==> src/rtl/msrv32_pkg.sv <==
// Shared constants for the msrv32 machine-mode trap controller.
// State, PC-source and cause encodings plus SYSTEM decode fields.
package msrv32_pkg;

  localparam logic [1:0] ST_RESET       = 2'b00;
  localparam logic [1:0] ST_OPERATING   = 2'b01;
  localparam logic [1:0] ST_TRAP_TAKEN  = 2'b10;
  localparam logic [1:0] ST_TRAP_RETURN = 2'b11;

  localparam logic [1:0] PC_BOOT = 2'b00;
  localparam logic [1:0] PC_NEXT = 2'b01;
  localparam logic [1:0] PC_TRAP = 2'b10;
  localparam logic [1:0] PC_EPC  = 2'b11;

  localparam logic [3:0] CAUSE_MIS_INSTR = 4'd0;
  localparam logic [3:0] CAUSE_ILLEGAL   = 4'd2;
  localparam logic [3:0] CAUSE_EBREAK    = 4'd3;
  localparam logic [3:0] CAUSE_MIS_LOAD  = 4'd4;
  localparam logic [3:0] CAUSE_MIS_STORE = 4'd6;
  localparam logic [3:0] CAUSE_ECALL     = 4'd11;
  localparam logic [3:0] CAUSE_M_SW_IRQ  = 4'd3;
  localparam logic [3:0] CAUSE_M_TMR_IRQ = 4'd7;
  localparam logic [3:0] CAUSE_M_EXT_IRQ = 4'd11;

  localparam logic [4:0] OP_SYSTEM  = 5'b11100;
  localparam logic [6:0] F7_MRET    = 7'b0011000;
  localparam logic [4:0] RS2_MRET   = 5'b00010;
  localparam logic [4:0] RS2_EBREAK = 5'b00001;

endpackage

==> src/rtl/msrv32_trap_prioritiser.sv <==
// Combinational trap encoder: decodes SYSTEM instructions and
// picks the highest-priority exception or interrupt cause.
module msrv32_trap_prioritiser
  import msrv32_pkg::*;
(
  input  logic       i_illegal,
  input  logic       i_mis_load,
  input  logic       i_mis_store,
  input  logic       i_mis_instr,
  input  logic [4:0] i_opcode,
  input  logic [2:0] i_funct3,
  input  logic [6:0] i_funct7,
  input  logic [4:0] i_rs1,
  input  logic [4:0] i_rs2,
  input  logic [4:0] i_rd,
  input  logic       i_mie,
  input  logic       i_meie,
  input  logic       i_mtie,
  input  logic       i_msie,
  input  logic       i_meip,
  input  logic       i_mtip,
  input  logic       i_msip,
  output logic       o_exception,
  output logic       o_irq,
  output logic       o_mret,
  output logic       o_i_or_e,
  output logic       o_misaligned,
  output logic [3:0] o_cause
);

  logic w_sys;
  logic w_ecall;
  logic w_ebreak;
  logic w_ext;
  logic w_sw;
  logic w_tmr;

  assign w_sys = (i_opcode == OP_SYSTEM) && (i_funct3 == 3'b000)
              && (i_rs1 == 5'd0) && (i_rd == 5'd0);

  assign w_ecall  = w_sys && (i_funct7 == 7'd0) && (i_rs2 == 5'd0);
  assign w_ebreak = w_sys && (i_funct7 == 7'd0) && (i_rs2 == RS2_EBREAK);
  assign o_mret   = w_sys && (i_funct7 == F7_MRET) && (i_rs2 == RS2_MRET);

  assign w_ext = i_mie & i_meie & i_meip;
  assign w_sw  = i_mie & i_msie & i_msip;
  assign w_tmr = i_mie & i_mtie & i_mtip;

  assign o_exception = i_mis_instr | i_illegal | w_ecall | w_ebreak
                     | i_mis_load | i_mis_store;
  assign o_irq = w_ext | w_sw | w_tmr;

  // Exceptions always win; within each class a fixed priority order.
  always_comb begin
    o_cause      = 4'd0;
    o_i_or_e     = 1'b0;
    o_misaligned = 1'b0;
    if (i_mis_instr) begin
      o_cause      = CAUSE_MIS_INSTR;
      o_misaligned = 1'b1;
    end else if (i_illegal) begin
      o_cause = CAUSE_ILLEGAL;
    end else if (w_ecall) begin
      o_cause = CAUSE_ECALL;
    end else if (w_ebreak) begin
      o_cause = CAUSE_EBREAK;
    end else if (i_mis_load) begin
      o_cause      = CAUSE_MIS_LOAD;
      o_misaligned = 1'b1;
    end else if (i_mis_store) begin
      o_cause      = CAUSE_MIS_STORE;
      o_misaligned = 1'b1;
    end else if (w_ext) begin
      o_cause  = CAUSE_M_EXT_IRQ;
      o_i_or_e = 1'b1;
    end else if (w_sw) begin
      o_cause  = CAUSE_M_SW_IRQ;
      o_i_or_e = 1'b1;
    end else if (w_tmr) begin
      o_cause  = CAUSE_M_TMR_IRQ;
      o_i_or_e = 1'b1;
    end
  end

endmodule

==> src/rtl/msrv32_machine_control.sv <==
// Machine-mode trap/return FSM for the single-cycle RV32I core.
// Drives PC source, fetch flush and CSR-file trap strobes.
module msrv32_machine_control
  import msrv32_pkg::*;
#(
  parameter int CAUSE_W   = 4,
  parameter int BOOT_HOLD = 1
) (
  input  logic               clk_in,
  input  logic               rst_in,
  input  logic               illegal_instr_in,
  input  logic               misaligned_load_in,
  input  logic               misaligned_store_in,
  input  logic               misaligned_instr_in,
  input  logic [4:0]         opcode_6_to_2_in,
  input  logic [2:0]         funct3_in,
  input  logic [6:0]         funct7_in,
  input  logic [4:0]         rs1_addr_in,
  input  logic [4:0]         rs2_addr_in,
  input  logic [4:0]         rd_addr_in,
  input  logic               mie_in,
  input  logic               meie_in,
  input  logic               mtie_in,
  input  logic               msie_in,
  input  logic               meip_in,
  input  logic               mtip_in,
  input  logic               msip_in,
  output logic [1:0]         pc_src_out,
  output logic               flush_out,
  output logic               trap_taken_out,
  output logic               i_or_e_out,
  output logic [CAUSE_W-1:0] cause_out,
  output logic               set_cause_out,
  output logic               set_epc_out,
  output logic               mie_clear_out,
  output logic               mie_set_out,
  output logic               misaligned_exception_out,
  output logic               instret_inc_out
);

  localparam logic [1:0] HOLD_LAST = 2'(BOOT_HOLD - 1);

  logic [1:0]         r_state;
  logic [1:0]         r_hold;
  logic [CAUSE_W-1:0] r_cause;
  logic               r_i_or_e;
  logic               r_mis;

  logic       w_exception;
  logic       w_irq;
  logic       w_mret;
  logic       w_i_or_e;
  logic       w_mis;
  logic [3:0] w_cause;
  logic       w_op;

  msrv32_trap_prioritiser u_prio (
    .i_illegal    (illegal_instr_in),
    .i_mis_load   (misaligned_load_in),
    .i_mis_store  (misaligned_store_in),
    .i_mis_instr  (misaligned_instr_in),
    .i_opcode     (opcode_6_to_2_in),
    .i_funct3     (funct3_in),
    .i_funct7     (funct7_in),
    .i_rs1        (rs1_addr_in),
    .i_rs2        (rs2_addr_in),
    .i_rd         (rd_addr_in),
    .i_mie        (mie_in),
    .i_meie       (meie_in),
    .i_mtie       (mtie_in),
    .i_msie       (msie_in),
    .i_meip       (meip_in),
    .i_mtip       (mtip_in),
    .i_msip       (msip_in),
    .o_exception  (w_exception),
    .o_irq        (w_irq),
    .o_mret       (w_mret),
    .o_i_or_e     (w_i_or_e),
    .o_misaligned (w_mis),
    .o_cause      (w_cause)
  );

  assign w_op = (r_state == ST_OPERATING);

  // State, boot-hold counter and trap-cause capture.
  always_ff @(posedge clk_in) begin
    if (rst_in) begin
      r_state  <= ST_RESET;
      r_hold   <= 2'd0;
      r_cause  <= '0;
      r_i_or_e <= 1'b0;
      r_mis    <= 1'b0;
    end else begin
      unique case (r_state)
        ST_RESET: begin
          if (r_hold == HOLD_LAST) begin
            r_state <= ST_OPERATING;
            r_hold  <= 2'd0;
          end else begin
            r_hold <= r_hold + 2'd1;
          end
        end
        ST_OPERATING: begin
          if (w_exception || w_irq) begin
            r_state  <= ST_TRAP_TAKEN;
            r_cause  <= CAUSE_W'(w_cause);
            r_i_or_e <= w_i_or_e;
            r_mis    <= w_mis;
          end else if (w_mret) begin
            r_state <= ST_TRAP_RETURN;
          end
        end
        ST_TRAP_TAKEN:  r_state <= ST_OPERATING;
        ST_TRAP_RETURN: r_state <= ST_OPERATING;
        default:        r_state <= ST_RESET;
      endcase
    end
  end

  // Per-state PC source, flush and CSR strobes.
  always_comb begin
    pc_src_out     = PC_BOOT;
    flush_out      = 1'b1;
    trap_taken_out = 1'b0;
    set_cause_out  = 1'b0;
    set_epc_out    = 1'b0;
    mie_clear_out  = 1'b0;
    mie_set_out    = 1'b0;
    unique case (r_state)
      ST_RESET: begin
        pc_src_out = PC_BOOT;
        flush_out  = 1'b1;
      end
      ST_OPERATING: begin
        pc_src_out = PC_NEXT;
        flush_out  = 1'b0;
      end
      ST_TRAP_TAKEN: begin
        pc_src_out     = PC_TRAP;
        trap_taken_out = 1'b1;
        set_cause_out  = 1'b1;
        set_epc_out    = 1'b1;
        mie_clear_out  = 1'b1;
      end
      ST_TRAP_RETURN: begin
        pc_src_out  = PC_EPC;
        mie_set_out = 1'b1;
      end
      default: begin
        pc_src_out = PC_BOOT;
      end
    endcase
  end

  assign instret_inc_out = w_op & ~w_exception & ~w_irq;

  assign cause_out                = r_cause;
  assign i_or_e_out               = r_i_or_e;
  assign misaligned_exception_out = r_mis;

endmodule

==> config.mk <==
export PLATFORM = sky130hd
export DESIGN_NAME = msrv32_machine_control
export DESIGN_NICKNAME = d
export VERILOG_FILES = /design/src/rtl/msrv32_pkg.sv /design/src/rtl/msrv32_trap_prioritiser.sv /design/src/rtl/msrv32_machine_control.sv
export SDC_FILE = /design/constraint.sdc
export NUM_CORES = 1
export LEC_CHECK = 0
export BUFFER_PORTS_ARGS = -buffer_cell sky130_fd_sc_hd__buf_4
export CORE_MARGIN = 5
export CORE_UTILIZATION = 35
export CTS_CLUSTER_DIAMETER = 30
export CTS_CLUSTER_SIZE = 14
export DETAILED_ROUTE_END_ITERATION = 8
export PLACE_DENSITY = 0.77
export RECOVER_POWER = 50
export SLEW_MARGIN = 20
export SYNTH_ARGS = -nofsm -noshare
export SYNTH_HDL_FRONTEND = slang
export SYNTH_SLANG_ARGS = --single-unit
==> constraint.sdc <==
create_clock -name clk_in -period 1.85 [get_ports clk_in]
set_clock_uncertainty 0.05 [all_clocks]
set_input_delay 0.185 -clock clk_in [delete_from_list [all_inputs] [get_ports clk_in]]
set_output_delay 0.185 -clock clk_in [all_outputs]
set_load 0.1 [all_outputs]
Yosys cells after proc, flatten, opt, wreduce, memory -nomap -nowiden
Index checks and enable logic that the tools add are counted.

Register bits after elaboration: 10. Output and inout port bits: 15.

Add/subtract/negate cells: 1. Equality and inequality tests: 9. Mux-type cells: 33. Bitwise operators: 17. Reductions and logical operators: 19.

Operators by type and width (count): $mux W4 (8); $mux W1 (18); $logic_not A5 Y1 (3); $and A1 B1 Y1 (8); $logic_and A1 B1 Y1 (8); $mux W2 (4); $pmux W2 S4 (1); $eq A7 B5 Y1 const B (1); $logic_not A7 Y1 (1); $or A1 B1 Y1 (7); $pmux W2 S3 (1); $eq A5 B1 Y1 const B (1); $eq A5 B2 Y1 const B (1); $eq A5 B5 Y1 const B (1); $eq A2 B2 Y1 const B (2); $logic_not A2 Y1 (2); $reduce_and A2 Y1 (2); $logic_not A3 Y1 (1); $mux W3 (1); $ne A3 B1 Y1 const B (1); $add A2 B1 Y2 const B (1); $eq A2 B1 Y1 const B (1); $ne A2 B2 Y1 const B (1); $not A1 Y1 (2); 2 further kinds (2).

Longest topological paths before layout
Depth after elaboration: 13. Mapped depth: 6. Gate-level depth less buffers: 5.

Hierarchy
Synthesis repeated with hierarchy kept, for this count alone.

Cells, all modules: 93. Area total of the unflattened synthesis: 749.5 µm².

Modules (own cells, without submodules): msrv32_machine_control (times used 1, cells each 55, area an instance 511.7 µm², seq. area each 200.2 µm²); msrv32_trap_prioritiser (times used 1, cells each 38, area an instance 237.7 µm², seq. area each 0.0 µm²).

Worst setup path before layout
No wires, ideal clock.

Path type: flip-flop to output port. From: register r_state[1]. To: output port instret_inc_out. Arrival: 3.299 ns. Data required time: 1.615 ns. Path slack: -1.684 ns. Cell stages (with the launch flop): 4. Buffers on the path: 1. Cell sequence: dfxtp_1 -> nand2b_1 -> clkbuf_1 -> nor3_1.

Cells in the longest elaborated chain, start to end: 3.

Ends and longest elaborated chain: start: declaration (line msrv32_machine_control.sv:43) `logic [1:0] r_state;`; start signal: assignment (line msrv32_machine_control.sv:88) `r_state <= ST_RESET;`; start signal: assignment (line msrv32_machine_control.sv:97) `r_state <= ST_OPERATING;`; start signal: assignment (line msrv32_machine_control.sv:105) `r_state <= ST_TRAP_TAKEN;`; $eq A2 B1 Y1 (line msrv32_machine_control.sv:83) `assign w_op = (r_state == ST_OPERATING);`; $and A1 B1 Y1 (2 in series) (line msrv32_machine_control.sv:155) `assign instret_inc_out = w_op & ~w_exception & ~w_irq;`; end: declaration (line msrv32_machine_control.sv:38) `output logic instret_inc_out`.

No other way between the ends.

Worst setup path after layout
From: input port opcode_6_to_2_in[1]. To: register r_cause[2] (netlist: cause_out[2]).

Cells in the longest elaborated chain, start to end: 12. Elaborated cells on any way between the ends: 17. Those cells by class: eq/ne (1); mux (4); bitwise (4); reduce/logical (8).

Ends and longest elaborated chain: start: declaration (line msrv32_machine_control.sv:15) `input logic [4:0] opcode_6_to_2_in,`; $eq A5 B5 Y1 (*) (line msrv32_trap_prioritiser.sv:38) `assign w_sys = (i_opcode == OP_SYSTEM) && (i_funct3 == 3'b000)`; $logic_and A1 B1 Y1 (*) (line msrv32_trap_prioritiser.sv:38); $logic_and A1 B1 Y1 (*) (2 in series) (line msrv32_trap_prioritiser.sv:39) `&& (i_rs1 == 5'd0) && (i_rd == 5'd0);`; $logic_and A1 B1 Y1 (*) (line msrv32_trap_prioritiser.sv:41, msrv32_trap_prioritiser.sv:42); $logic_and A1 B1 Y1 (line msrv32_trap_prioritiser.sv:41) `assign w_ecall = w_sys && (i_funct7 == 7'd0) && (i_rs2 == 5'd0);`; $or A1 B1 Y1 (2 in series) (line msrv32_trap_prioritiser.sv:49) `assign o_exception = i_mis_instr | i_illegal | w_ecall | w_ebreak`; $or A1 B1 Y1 (2 in series) (line msrv32_trap_prioritiser.sv:50) `| i_mis_load | i_mis_store;`; $logic_or A1 B1 Y1 (line msrv32_machine_control.sv:104) `if (w_exception || w_irq) begin`; $reduce_and A2 Y1 (no source line); end signal: assignment (line msrv32_machine_control.sv:106) `r_cause <= CAUSE_W'(w_cause);`; end: declaration (line msrv32_machine_control.sv:45) `logic [CAUSE_W-1:0] r_cause;`.

Every way passes the cells marked *; elsewhere a longest branch is shown, timed or not. A chain may end at the register's enable or synchronous reset.

==> reports/results.ini <==
[placed_design]
dpl_worst_slack_ns = -0.152
gp_congestion = 0.776
port_buffers = 57
placed_cell_area_um2 = 1200
hpwl_mm = 2.01

[final_layout]
drive_gt1_frac = 0.527
diodes = 0
area_growth_pct = 65.0
nets = 193
final_cell_area_um2 = 1230
mostFrequentLayoutCell = buf_4
final_cell_mix = buf_4 (49), dfxtp_1 (10), clkbuf_2 (9), nor2_1 (8), nand2_1 (7)
fin_util = 0.616

[cts]
cts_root_buf = clkbuf_4
cts_max_level = 1
cts_tree = yes
clock_path_buffers = 2
holdBufCountCts = 0
cts_made_buffers = 3
cts.reportedPaths.clkPinSlew_ns = 0.07
cts_num_sinks = 10
clock_latency_ns = 0.26

[worst_setup_path]
setup.worst_path.class = in -> reg
cp-end-kind = register
cp.arrival_ns = 1.87
critPathLaunchType = input port
worstPathRequired_ns = 1.96
crit_fanout = 2
r2r_setup_slack_ns = 0.42
reg2reg_from = r_state[1]
r2r-end = cause_out[2]
reg2reg_depth = 3

[global_routing]
antenna_found_initial = 0
globalRouteTotalUtil = 0.147
grt_max_degree = 11
grt_pass1_vias = 897
grt_overflow_total = 0
grt_pass1_wl_mm = 3.80

[sta]
hold_viol_final = 0
relSlewSlack = 0.636
timing.final.ws_setup_ns = 0.0911
fin_tns_setup_ns = 0
max_freq_mhz = 569
worst_pin_slew_ns = 0.548
rsz0062_at_grt = no
setup_viol = 0
slew_viol_final = 0
layout_min_cycle_time_ns = 1.76
fin_crit_sh = 0.951

[route]
first_pass_iters = 4
wl_per_cell_um = 13.6
ant_nets = 0
dr.first_iter.drc_count = 13
drc = 0
vias = 876
routed_wl_mm = 2.35
vias_per_cell = 5.06

[yosys]
synth_area_um2 = 747
ys_seq_elements = 10
syn_inst = 89
avgSynthCellArea_um2 = 8.39
synth_cell_types = 34
ys_seq_area_frac = 0.268
yosys_warnings = 0
synth_fp_nets = 134

[floorplanning]
core_area_um2 = 2000
initial_core_util = 0.373
top_level_ports = 58
core.rowCount = 16
die-area_um2 = 3160
die_x_um = 56.2
die_y_um = 56.2

[pwr]
p_sw_mw = 0.275
sequentialPowerShare = 0.343
p_per_area_nw_per_um2 = 552
p_int_mw = 0.406
p_sw_frac = 0.404
comb_power_share = 0.441
power.total_mw = 0.680
clock_power_share = 0.216
leakage_nw = 0.564
ir_drop_mv = 0.373

[worst_hold_path]
hold_class = in -> reg
hold_end = misaligned_exception_out
min_path_cells = 2
worstHoldStart = rst_in

[run_status]
status = completed

[flow_run]
max_cap_viol_count = 0

==> cell usage after synthesis <==
| cell type | n | area, um2 |
|---|---|---|
| dfxtp_1 | 10 | 200 |
| nor2_1 | 8 | 30.0 |
| nand2_1 | 7 | 26.3 |
| nor3_1 | 7 | 35.0 |
| inv_1 | 5 | 18.8 |
| a21oi_1 | 4 | 20.0 |
| clkbuf_1 | 4 | 15.0 |
| mux2i_1 | 4 | 40.0 |
| nor4_1 | 4 | 25.0 |
| buf_4 | 3 | 22.5 |
| nor2b_1 | 3 | 18.8 |
| o21ai_0 | 3 | 15.0 |
| ha_1 | 2 | 25.0 |
| nand2b_1 | 2 | 12.5 |
| nand3_1 | 2 | 10.0 |
| nor4_2 | 2 | 25.0 |
| or3_1 | 2 | 12.5 |
| a221oi_1 | 1 | 8.76 |
| a221oi_2 | 1 | 15.0 |
| a222oi_1 | 1 | 10.0 |
| and2_1 | 1 | 6.26 |
| mux2_4 | 1 | 15.0 |
| nand4_1 | 1 | 6.26 |
| nand4_2 | 1 | 12.5 |
| nand4b_1 | 1 | 8.76 |
| nor3b_1 | 1 | 7.51 |
| nor4_4 | 1 | 21.3 |
| nor4b_4 | 1 | 23.8 |
| o21bai_4 | 1 | 18.8 |
| o311a_1 | 1 | 10.0 |
| o31a_1 | 1 | 8.76 |
| o31ai_1 | 1 | 7.51 |
| or3_2 | 1 | 7.51 |
| or4_1 | 1 | 7.51 |
==> how the worst max path moves through the flow <==
stage / startpoint / to / slack (ns) / cells past startpoint
6_report: opcode_6_to_2_in[1] / cause_out[2] / 0.09 / 7
3_5_place_dp: funct3_in[0] / cause_out[2] / -0.15 / 6
3_3_place_gp: funct3_in[0] / cause_out[2] / -0.05 / 6
2_1_floorplan: r_state[0] / instret_inc_out / -0.22 / 3
4_1_cts: funct3_in[0] / instret_inc_out / 0.02 / 7
5_1_grt: meip_in / instret_inc_out / 0.001 / 6
==> stage by stage <==
step | instances | hold slack, ns
2_1_floorplan | 89 | 0.316
3_5_place_dp | 168 | 0.390
4_1_cts | 172 | 0.101
6_report | 173 | 0.109
3_3_place_gp | 168 | 0.385
5_1_grt | 173 | 0.110
==> final cells by class <==
| type | instances | area [um2] |
|---|---|---|
| inverters | 5 | 18.8 |
| well taps | 27 | 33.8 |
| multi-input cells | 67 | 514 |
| repair buffers | 61 | 443 |
| clock buffers | 3 | 22.5 |
| fillers | 194 | 769 |
| flip-flops and latches | 10 | 200 |
==> logic make-up after synthesis <==
| family | synth area share |
|---|---|
| AND/OR/NAND/NOR | 0.397 |
| flip-flops | 0.268 |
| buffers and inverters | 0.0754 |
| multiplexers | 0.0737 |
| adder cells (fa/ha/maj) | 0.0335 |
| AO/OA/AOI/OAI | 0.152 |
==> layer usage <==
metal | vias to the layer above | track usage | wire length, um
met3 | 4 | 0.0696 | 230
li1 | 441 | - | -
met5 | - | 0 | 0
met2 | 39 | 0.257 | 1230
met4 | 0 | 0.0373 | 30
met1 | 392 | 0.159 | 860
==> flip-flops by register name (all words and copies together), names as in the netlist <==
register / cells
i_or_e_out: 1
cause_out: 4
r_hold: 2
misaligned_exception_out: 1
r_state: 2
==> critical path: stages <==
cell,delay (ns)
buf_4,0.12
nor4b_4,0.29
nand4_2,0.17
buf_4,0.18
or4_4,0.54
o311a_1,0.13
mux2_4,0.26
==> what timing repair did <==
item / 4_1_cts / 5_1_grt
pin swaps: 1 / 2
resized for setup: 0 / 4
endpoints found under the setup margin: 1 / 2
setup buffers: 1 / 1
==> power by group through the flow <==
stage,logic (mW),clock network (mW),registers [mW]
after global routing,0.316,0.162,0.235
after CTS,0.305,0.153,0.234
after global placement,0.301,0,0.239
after floorplan,0.155,0,0.277
after detailed placement,0.305,0,0.239
final,0.300,0.147,0.233
No activity file was read; power rests on OpenSTA's default activity.
